[config.mk]
export PLATFORM = sky130hd
export DESIGN_NAME = fetch_unit
export DESIGN_NICKNAME = d
export VERILOG_FILES = /design/src/rtl/fetch_unit_pkg.sv /design/src/rtl/fetch_buffer.sv /design/src/rtl/fetch_unit.sv
export SDC_FILE = /design/constraint.sdc
export NUM_CORES = 1
export LEC_CHECK = 0
export CAP_MARGIN = 20
export CORE_ASPECT_RATIO = 0.8
export CORE_UTILIZATION = 40
export CTS_BUF_LIST = sky130_fd_sc_hd__clkbuf_16
export CTS_CLUSTER_SIZE = 24
export DETAILED_ROUTE_END_ITERATION = 16
export GPL_ROUTABILITY_DRIVEN = 0
export PLACE_DENSITY_LB_ADDON = 0.25
export RECOVER_POWER = 25
export SLEW_MARGIN = 20
export SYNTH_ARGS = -nofsm -noshare
export SYNTH_HDL_FRONTEND = slang
export SYNTH_SLANG_ARGS = --single-unit
export TNS_END_PERCENT = 10
[constraint.sdc]
create_clock -name clock -period 14.2 [get_ports clock]
set_clock_uncertainty 0.2 [all_clocks]
set_input_delay 4.26 -clock clock [delete_from_list [all_inputs] [get_ports clock]]
set_output_delay 4.26 -clock clock [all_outputs]
set_load 0.005 [all_outputs]
[src/rtl/fetch_unit_pkg.sv]
// fetch_unit_pkg: constants shared by the fetch, decode and execute stages.
package fetch_unit_pkg;
    localparam int unsigned RESET_PC_DEFAULT = 0;
    localparam logic [31:0] NOP              = 32'h0000_0013;
    localparam int          INSTR_BYTES      = 4;
endpackage

[src/rtl/fetch_buffer.sv]
// fetch_buffer: synchronous FIFO of {pc, instruction} entries with flush.
// Ports: push/push_data write the tail, pop retires the head, flush empties,
// head is the oldest entry, count is the occupancy. Async active-high reset.
module fetch_buffer #(
    parameter int WIDTH = 64,
    parameter int DEPTH = 2,
    localparam int CW = $clog2(DEPTH + 1)
) (
    input  logic             clock,
    input  logic             reset,
    input  logic             push,
    input  logic [WIDTH-1:0] push_data,
    input  logic             pop,
    input  logic             flush,
    output logic [WIDTH-1:0] head,
    output logic [CW-1:0]    count
);
    localparam int PW = DEPTH > 1 ? $clog2(DEPTH) : 1;

    logic [WIDTH-1:0] mem_q [DEPTH];
    logic [PW-1:0]    wr_ptr_q, wr_ptr_d, rd_ptr_q, rd_ptr_d;
    logic [CW-1:0]    count_q, count_d;

    // Pointers wrap explicitly so DEPTH need not be a power of two.
    function automatic logic [PW-1:0] nxt(input logic [PW-1:0] p);
        return (int'(p) == DEPTH - 1) ? '0 : p + PW'(1);
    endfunction

    always_comb begin
        wr_ptr_d = flush ? '0 : push ? nxt(wr_ptr_q) : wr_ptr_q;
        rd_ptr_d = flush ? '0 : pop ? nxt(rd_ptr_q) : rd_ptr_q;
        count_d  = flush ? '0 : count_q + CW'(push) - CW'(pop);
        head     = mem_q[rd_ptr_q];
        count    = count_q;
    end

    always_ff @(posedge clock or posedge reset) begin
        if (reset) begin
            wr_ptr_q <= '0;
            rd_ptr_q <= '0;
            count_q  <= '0;
            for (int i = 0; i < DEPTH; i++) mem_q[i] <= '0;
        end else begin
            wr_ptr_q <= wr_ptr_d;
            rd_ptr_q <= rd_ptr_d;
            count_q  <= count_d;
            if (push && !flush) mem_q[wr_ptr_q] <= push_data;
        end
    end
endmodule

[src/rtl/fetch_unit.sv]
// fetch_unit: instruction-fetch stage feeding {PC, instruction} pairs to decode.
// Ports: imem_req_* request channel to instruction memory, imem_resp_* in-order
// responses, redirect_* branch/jump target from execute, out_* decode handshake.
module fetch_unit
    import fetch_unit_pkg::*;
#(
    parameter int                      ADDRESS_BITS = 32,
    parameter logic [ADDRESS_BITS-1:0] RESET_PC     = ADDRESS_BITS'(RESET_PC_DEFAULT),
    parameter int                      DEPTH        = 2
) (
    input  logic                    clock,
    input  logic                    reset,
    output logic                    imem_req_valid,
    output logic [ADDRESS_BITS-1:0] imem_req_addr,
    input  logic                    imem_req_ready,
    input  logic                    imem_resp_valid,
    input  logic [31:0]             imem_resp_data,
    input  logic                    redirect_valid,
    input  logic [ADDRESS_BITS-1:0] redirect_pc,
    output logic                    out_valid,
    input  logic                    out_ready,
    output logic [ADDRESS_BITS-1:0] out_PC,
    output logic [31:0]             out_instruction
);
    localparam int CW = $clog2(DEPTH + 1);
    localparam int EW = ADDRESS_BITS + 32;

    logic [ADDRESS_BITS-1:0] fetch_pc_q, fetch_pc_d, resp_pc_q, resp_pc_d, target;
    logic [CW-1:0]           inflight_q, inflight_d, drop_cnt_q, drop_cnt_d, count;
    logic                    req_fire, resp_ok, push, pop;
    logic [EW-1:0]           head;

    always_comb begin
        target          = redirect_pc & ~ADDRESS_BITS'(3);
        // Credit: in-flight requests (including ones to be dropped) plus buffered entries never exceed DEPTH.
        imem_req_valid  = !reset && !redirect_valid && (int'(inflight_q) + int'(count) < DEPTH);
        imem_req_addr   = fetch_pc_q;
        req_fire        = imem_req_valid && imem_req_ready;
        // A response with nothing in flight is a protocol error and is ignored.
        resp_ok         = imem_resp_valid && inflight_q != '0;
        push            = resp_ok && drop_cnt_q == '0 && !redirect_valid;
        out_valid       = count != '0 && !redirect_valid;
        pop             = out_valid && out_ready;
        inflight_d      = inflight_q + CW'(req_fire) - CW'(resp_ok);
        // On redirect every request still outstanding after this cycle belongs to the old stream.
        drop_cnt_d      = redirect_valid ? inflight_q - CW'(resp_ok)
                                         : drop_cnt_q - CW'(resp_ok && drop_cnt_q != '0);
        fetch_pc_d      = redirect_valid ? target
                        : req_fire ? fetch_pc_q + ADDRESS_BITS'(INSTR_BYTES) : fetch_pc_q;
        resp_pc_d       = redirect_valid ? target
                        : push ? resp_pc_q + ADDRESS_BITS'(INSTR_BYTES) : resp_pc_q;
        out_PC          = head[EW-1:32];
        out_instruction = head[31:0];
    end

    always_ff @(posedge clock or posedge reset) begin
        if (reset) begin
            fetch_pc_q <= RESET_PC;
            resp_pc_q  <= RESET_PC;
            inflight_q <= '0;
            drop_cnt_q <= '0;
        end else begin
            fetch_pc_q <= fetch_pc_d;
            resp_pc_q  <= resp_pc_d;
            inflight_q <= inflight_d;
            drop_cnt_q <= drop_cnt_d;
        end
    end

    fetch_buffer #(.WIDTH(EW), .DEPTH(DEPTH)) u_buf (
        .clock     (clock),
        .reset     (reset),
        .push      (push),
        .push_data ({resp_pc_q, imem_resp_data}),
        .pop       (pop),
        .flush     (redirect_valid),
        .head      (head),
        .count     (count)
    );
endmodule

Yosys cells after proc, flatten, opt, wreduce, memory -nomap -nowiden
Cells that the tools add are included.
- add/sub/neg operators: 11
- order comparisons: 4
- muxes and demuxes: 18
- bitwise operators: 2
- reduce and logical (&&, ||, !) cells: 20
- operators by type and width (kind ; count):
    $mux 64 ; 4
    $bwmux 128 ; 1
    $mux 32 ; 4
    $add 32x3->32 const B ; 2
    $demux 64 s1 ; 1
    $reduce_bool 2->1 ; 6
    $logic_and 1x1->1 ; 11
    $sub 2x1->2 ; 4
    $mux 1 ; 6
    $add 2x1->2 ; 2
    $ge 2x2->1 const B ; 2
    $mux 2 ; 2
    $not 1->2 ; 2
    $add 2x2->3 ; 1
    $lt 3x2->1 const B ; 1
    $add 1x1->1 const B ; 2
    $logic_not 1->1 ; 2
    $logic_not 2->1 ; 1
    $lt 2x1->1 const B ; 1
- flip-flop bits (word level): 200
- word-level logic and storage cells: 64

Logic depth before layout (Yosys ltp)
Gate-level depths: netlist (run 1).
- depth after elaboration: 7
- depth in mapped cells: 13
- gate-level depth less buffers: 11

Hierarchy
From an unflattened synthesis (run 1), not the netlist that was laid out.
- cell total of the unflattened synthesis: 763
- area, all modules: 9990.8 µm²
- modules (own cells, without submodules) (module ; times used ; cells an instance ; area an instance (µm²) ; seq. area each (µm²)):
    fetch_buffer ; 1 ; 359 ; 6142.1 ; 3303.2
    fetch_unit ; 1 ; 404 ; 3848.7 ; 1601.5

Worst setup path after synthesis (run 1)
Ideal clock, no wire load.
- path type: input-to-output
- from: input port redirect_valid
- to: output port imem_req_valid
- data arrival time: 4.691 ns
- required time: 9.740 ns
- setup slack: 5.049 ns
- stages: 2
- path buffers: 1
- path through: buf_2 nor4_4
- word-level cells in the longest chain between the ends: 3
- RTL lines (what ; line ; RTL):
    start: declaration ; fetch_unit.sv:18 ; input logic redirect_valid,
    $logic_not 1->1 ; fetch_unit.sv:36 ; imem_req_valid = !reset && !redirect_valid && (int'(inflight_q) + int'(count) < DEPTH);
    $logic_and 1x1->1 (2 in series) ; fetch_unit.sv:36 ;
    end: declaration ; fetch_unit.sv:13 ; output logic imem_req_valid,
Every way passes these cells.

Worst setup path in the final report (run 1)
- from: input port redirect_valid
- to: output port out_valid
- word-level cells in the longest chain between the ends: 2
- RTL lines (what ; line ; RTL):
    $logic_not 1->1 ; fetch_unit.sv:42 ; out_valid = count != '0 && !redirect_valid;
    $logic_and 1x1->1 ; fetch_unit.sv:42 ;
    end: declaration ; fetch_unit.sv:20 ; output logic out_valid,
Every way passes these cells.

==> flow_summary.ini, run 1 <==
[logic_synthesis]
synth_seq_cells = 192
ys_seq_area_share_pct = 52.2
yosys_most_used_dff = dfrtp_1
syn_area_per_cell_um2 = 12.4
synth_area_um2 = 9210
async_reset_ff_share_pct = 100
synthCells = 744
synth-edff-count = 0
ys_warn_count = 0
synth.distinct_cells = 49

[final_layout]
diodes = 0
post_route_cells_drive_above_1_share_pct = 23.6
nNetsFinal = 973
utilization_pct = 51.7
stdcell_count = 1212
design_area_um2 = 11700
syn_to_final_growth_pct = 26.6

[clock_tree]
clkTransAtPathRegs_ns = 0.07
clockBufferDepth = 2
postCtsSetupBuffers = 0
htree_num_levels = 4
clk_latency_ns = 0.43
cts.sinks = 192
cts-root-buf = clkbuf_16
post_cts_resized = 0
cts_hold_buf = 0
cts_made_buffers = 17
cts_tree = yes

[routing]
drt-pass1-iter-count = 5
wirelength_um = 21300
drc_errors = 0
wl_per_cell_um = 17.6
vias = 6390
ant_nets = 0
viasPerCell = 5.27
drt_iter0_markers = 412

[power]
clkPwrFrac_pct = 24.5
switchingPower_uw = 558
ir_worst_vdd_uv = 85.5
leakagePower_nw = 4.95
pwr-share-seq_pct = 41.6
p_int_mw = 1.41
p_sw_share_pct = 28.3
power_density_nw_per_um2 = 169
comb_power_share_pct = 33.9

[setup_path]
crit_chain = buf_2, clkbuf_1, nor2_1, clkdlybuf4s50_1
critPathKind = in2out
cp.required_ns = 9.74
critical-path-slowest-cell = clkbuf_1
endpoint_kind = primary output
path_depth = 4
cp.arrival_ns = 6.77
critPathLaunchType = input port
r2r_cells = 7
crit_buf_inv = 3
slowest_delay_ns = 1.71
cp_top_family = buffers and inverters
path_max_fanout = 54

[placement]
numPortBuffers = 161
dp_cells = 1181
dp_hpwl_um = 14100
dp_slack_ns = 4.06
postPlaceCellArea_um2 = 11100

[sta]
finalCritPeriodShare_pct = 79.1
rsz0062_at_grt = no
layout_min_cycle_time_ns = 11.23
slew_viol_final = 169
hold_viol_final = 0
finalSetupTns_ns = 0
fmax_mhz = 89.0
setup_viol = 0
tightest_slew_ns = 5.18
finalWorstSetupSlack_ns = 2.97
maxSlewHeadroom_pct = -247

[global_routing]
grt_use_met2_pct = 28.1
grt_first_pass_wirelength_um = 34400
grt_antenna_before_repair = 0
gr-total-overflow = 0
met1_usage_pct = 27.3
grt_max_degree = 114
met3_usage_pct = 4.94
grt_pass1_vias = 6329
grt_busiest_layer = met2
grt_util_all_layers_pct = 18.9

[run_status]
violations = max-capacitance violations, max-slew violations
outcome = complete, but fails checks

[die]
start_util_pct = 40.8
die_h_um = 138
num_rows = 49
io_pins = 168
fp.dieArea_um2 = 23600
coreArea_um2 = 22600
die_x_um = 172

[worst_hold_path]
hold_depth = 1
hold_class = reg2reg

[flow_run]
drv_cap = 2
[synth_stat cells (2+ instances only)]
| cell | count | share of area, % |
|---|---|---|
| dfrtp_1 | 192 | 52 |
| mux2_2 | 166 | 20 |
| nand2_1 | 49 | 2.0 |
| mux2_1 | 30 | 3.7 |
| nand3_1 | 25 | 1.4 |
| nand4_1 | 24 | 1.6 |
| nor2_1 | 24 | 0.98 |
| xor2_1 | 24 | 2.3 |
| xnor2_1 | 19 | 1.8 |
| clkbuf_1 | 17 | 0.69 |
| o21ai_1 | 17 | 0.92 |
| buf_2 | 15 | 0.81 |
| and3_1 | 14 | 0.95 |
| o21ai_0 | 13 | 0.71 |
| inv_1 | 11 | 0.45 |
| o211ai_1 | 11 | 0.90 |
| and2_1 | 9 | 0.61 |
| ha_1 | 8 | 1.1 |
| o311ai_1 | 7 | 0.67 |
| a21boi_1 | 6 | 0.49 |
| a31oi_1 | 6 | 0.41 |
| and4_1 | 5 | 0.48 |
| or3_1 | 5 | 0.34 |
| buf_4 | 4 | 0.33 |
| nor3_1 | 4 | 0.22 |
| nor3_2 | 4 | 0.43 |
| a21oi_1 | 3 | 0.16 |
| nand2b_1 | 3 | 0.20 |
| nor4_4 | 3 | 0.69 |
| a21o_1 | 2 | 0.16 |
| a221o_1 | 2 | 0.22 |
| buf_1 | 2 | 0.082 |
| inv_2 | 2 | 0.082 |
| mux2i_1 | 2 | 0.22 |
| nor4_1 | 2 | 0.14 |
[per-stage QoR]
step	hold WS [ns]	power (mW)
floorplan	0.259	1.18
global placement	0.268	1.49
detailed placement	0.275	1.51
CTS	0.293	2.00
global route	0.306	2.10
finish	0.291	1.97
[layer usage]
metal  vias to the layer above  part of all wire, %
li1                       2976                    -
met1                      3228                   48
met2                       167                   44
met3                        19                  6.2
met4                         0                  1.1
met5                         -                    0
[cell families (layout without fill, tap and decap cells)]
group / count (synthesis) / after routing / share of synthesized area (%)
adder cells (fa/ha/maj): 9 / 9 / 1.30
other: 1 / 4 / 0.0407
buffers and inverters: 52 / 211 / 2.57
XOR/XNOR: 43 / 43 / 4.09
flip-flops: 192 / 192 / 52.2
AND/OR/NAND/NOR: 178 / 178 / 10.7
multiplexers: 198 / 198 / 24.2
AO/OA/AOI/OAI: 71 / 71 / 5.00
[worst register-to-register path, cell delays in order (launching register included)]
cell and delay (ns):
dfrtp_1 0.45, o21ai_0 0.97, inv_2 0.11, nand2_1 0.21, nor2_1 0.10, nand2_2 0.16
buf_4 0.71, mux2_2 0.46
[placed cells by master (no fill, tap or decap), drive strengths merged, types with 8 or more instances in the layout]
cell type      count
clkbuf            18
o21ai             31
mux2             196
nand3             25
nand4             24
xor2              24
and2              10
nand2             49
clkdlybuf4s50    158
nor3               8
o311ai             8
xnor2             19
nor2              24
o211ai            11
inv               17
ha                 8
and3              14
dfrtp            192
[final cells by class]
class	count	area (um2)
Sequential cell	192	4810
Tap cell	306	383
Clock inverter	14	155
Inverter	13	50.0
Timing Repair Buffer	167	1650
Multi-Input combinational cell	503	4190
Fill cell	2017	10900
Clock buffer	17	425
[sequential cells by signal, indices dropped and copies added, names as in the netlist]
| register | flops |
|---|---|
| u_buf.mem_q | 124 |
| resp_pc_q | 30 |
| inflight_q | 2 |
| u_buf.rd_ptr_q | 1 |
| u_buf.wr_ptr_q | 1 |
| drop_cnt_q | 2 |
| imem_req_addr | 30 |
| u_buf.count | 2 |
[power by group through the flow]
| stage | clock [mW] | sequential (mW) | combinational (mW) |
|---|---|---|---|
| 6_report | 0.484 | 0.821 | 0.668 |
| 3_5_place_dp | 0 | 0.831 | 0.675 |
| 3_3_place_gp | 0 | 0.824 | 0.667 |
| 4_1_cts | 0.496 | 0.822 | 0.681 |
| 5_1_grt | 0.518 | 0.846 | 0.733 |
| 2_1_floorplan | 0 | 0.796 | 0.380 |
[worst paths after layout]
kind	from	to	slack, ns
worst max-delay path	redirect_valid	out_valid	2.97
min in group asynchronous	reset	u_buf.count[0]	5.75
worst min register to register	u_buf.mem_q[37]	u_buf.mem_q[37]	0.29
worst max register to register	inflight_q[1]	u_buf.mem_q[1]	10.70
worst min-delay path	u_buf.mem_q[37]	u_buf.mem_q[37]	0.29
max in group asynchronous	reset	u_buf.rd_ptr_q	5.53
Power figures use the tool's default switching activity.
==> run 2: changes to the inputs <==
==> constraint.sdc (replaced) <==
create_clock -name clock -period 10 [get_ports clock]
set_clock_uncertainty 0.2 [all_clocks]
set_input_delay 3 -clock clock [delete_from_list [all_inputs] [get_ports clock]]
set_output_delay 3 -clock clock [all_outputs]
set_load 0.005 [all_outputs]
==> run 2 against run 1 <==
- the run now ends clean
- total power is 42% higher
- die area is the same
- sequential share of layout area shrank 0.084 points
- final cell count about the same
- combinational power increased by 42%
- first-iteration DRC count is 13% lower
- setup slack worse by 0.69 ns
- critical path depth shrank 1
- non-clock buffer count did not move
- cell area increased by 0.20%
- via count decreased by 0.77%
- hold slack gained 0.00091 ns
- critical endpoint is now imem_req_valid
- largest power group unchanged
==> flow_summary.ini, run 2 (synthesis gave the netlist of run 1 again) <==
[clock_tree]
cts.sinks = 192
cts_made_buffers = 17
htree_num_levels = 4
postCtsSetupBuffers = 0
clkTransAtPathRegs_ns = 0.07
post_cts_resized = 0
clk_latency_ns = 0.43
cts_hold_buf = 0
cts-root-buf = clkbuf_16
cts_tree = yes
clockBufferDepth = 2

[sta]
fin_hold_ws_ns = 0.291
finalCritPeriodShare_pct = 77.2
rsz0062_at_grt = no
tightest_slew_ns = 1.21
slew_viol_final = 0
finalSetupTns_ns = 0
setup_viol = 0
layout_min_cycle_time_ns = 7.72
finalWorstSetupSlack_ns = 2.28
hold_viol_final = 0
fmax_mhz = 130
maxSlewHeadroom_pct = 18.7

[die]
die_x_um = 172
die_h_um = 138
coreArea_um2 = 22600
fp.dieArea_um2 = 23600
num_rows = 49
start_util_pct = 40.8
io_pins = 168

[placement]
numPortBuffers = 161
dp_slack_ns = 2.39
dp_hpwl_um = 13900
dp_cells = 1181

[power]
power_mw = 2.80
power_density_nw_per_um2 = 240
ir_worst_vdd_uv = 110
leakagePower_nw = 4.97

[routing]
vias = 6341
wl_per_cell_um = 17.2
drc_errors = 0
ant_nets = 0
drt_iter0_markers = 359
viasPerCell = 5.23
drt-pass1-iter-count = 5
wirelength_um = 20900

[setup_path]
cp.required_ns = 6.80
path_max_fanout = 5
critPathLaunchType = input port
cp.arrival_ns = 4.52
endpoint_kind = primary output
r2r_cells = 7
critPathKind = in2out

[final_layout]
final_common_cell = dfrtp_1
syn_to_final_growth_pct = 26.8
nFillCells = 2034
layout_common_cells = dfrtp_1 (191), mux2_2 (166), clkdlybuf4s50_1 (159), nand2_1 (48), mux2_1 (30)
post_route_cells_drive_above_1_share_pct = 23.9
stdcell_count = 1213
largest_reg_flops = 124
diodes = 0
nNetsFinal = 973
largest-register = u_buf.mem_q

[global_routing]
grt_antenna_before_repair = 0
grt_first_pass_wirelength_um = 33500
grt_pass1_vias = 6083
grt_util_all_layers_pct = 18.3
gr-total-overflow = 0
grt_max_degree = 127

[run_status]
outcome = complete, no violations

[worst_hold_path]
hold_class = reg2reg
hold_depth = 1

[flow_run]
drv_cap = 0
-- run 2: changes by cell type in the layout (fill, tap and decap cells not counted), moves of 2 or more --
cell      delta
inv_8        +4
buf_4        +2
clkinv_8     +2
o21ai_0      -3
o21ai_1      +3
-- run 2: layout make-up --
type | count | area [um2] | share of cell area [%]
clock inverter | 15 | 173 | 1.48
tap | 306 | 383 | 3.28
inverter | 13 | 56.3 | 0.482
multi-input combinational | 503 | 4190 | 35.8
sequential | 192 | 4810 | 41.1
clock buffer | 17 | 425 | 3.64
timing repair buffer | 167 | 1650 | 14.1
-- run 2: path summary, 6_finish.rpt --
kind                                      start         endpoint  slack [ns]
worst max-delay path                      reset   imem_req_valid        2.28
min in group asynchronous                 reset    inflight_q[0]        3.08
worst min register to register  u_buf.mem_q[51]  u_buf.mem_q[51]        0.29
max in group asynchronous                 reset     resp_pc_q[5]        5.08
worst min-delay path            u_buf.mem_q[51]  u_buf.mem_q[51]        0.29
worst max register to register    inflight_q[1]   u_buf.mem_q[2]        6.35
-- run 2: metal layers --
| metal | GRT usage (%) | share of wire, % | wire length [um] | vias up |
|---|---|---|---|---|
| li1 | - | - | - | 2975 |
| met3 | 4.42 | 6.3 | 1310 | 12 |
| met5 | 0 | 0 | 0 | - |
| met2 | 27.3 | 45 | 9380 | 172 |
| met4 | 3.82 | 0.68 | 143 | 0 |
| met1 | 26.9 | 48 | 10100 | 3182 |
-- run 2: power by group --
part           switching [mW]  internal, mW
Clock                   0.333         0.359
Combinational           0.326         0.620
Sequential              0.147          1.01
Total                   0.806          1.99
-- run 2: through the flow --
step | area [um2] | utilization (%)
2_1_floorplan | 9220 | -
3_3_place_gp | 11100 | 49.1
3_5_place_dp | 11100 | 49.1
4_1_cts | 11700 | 51.8
5_1_grt | 11700 | 51.8
6_report | 11700 | 51.8
-- run 2: worst max-delay path: stages --
cell	delay [ns]
dlygate4sd3_1	0.65
nor4_4	0.29
clkdlybuf4s50_1	0.58
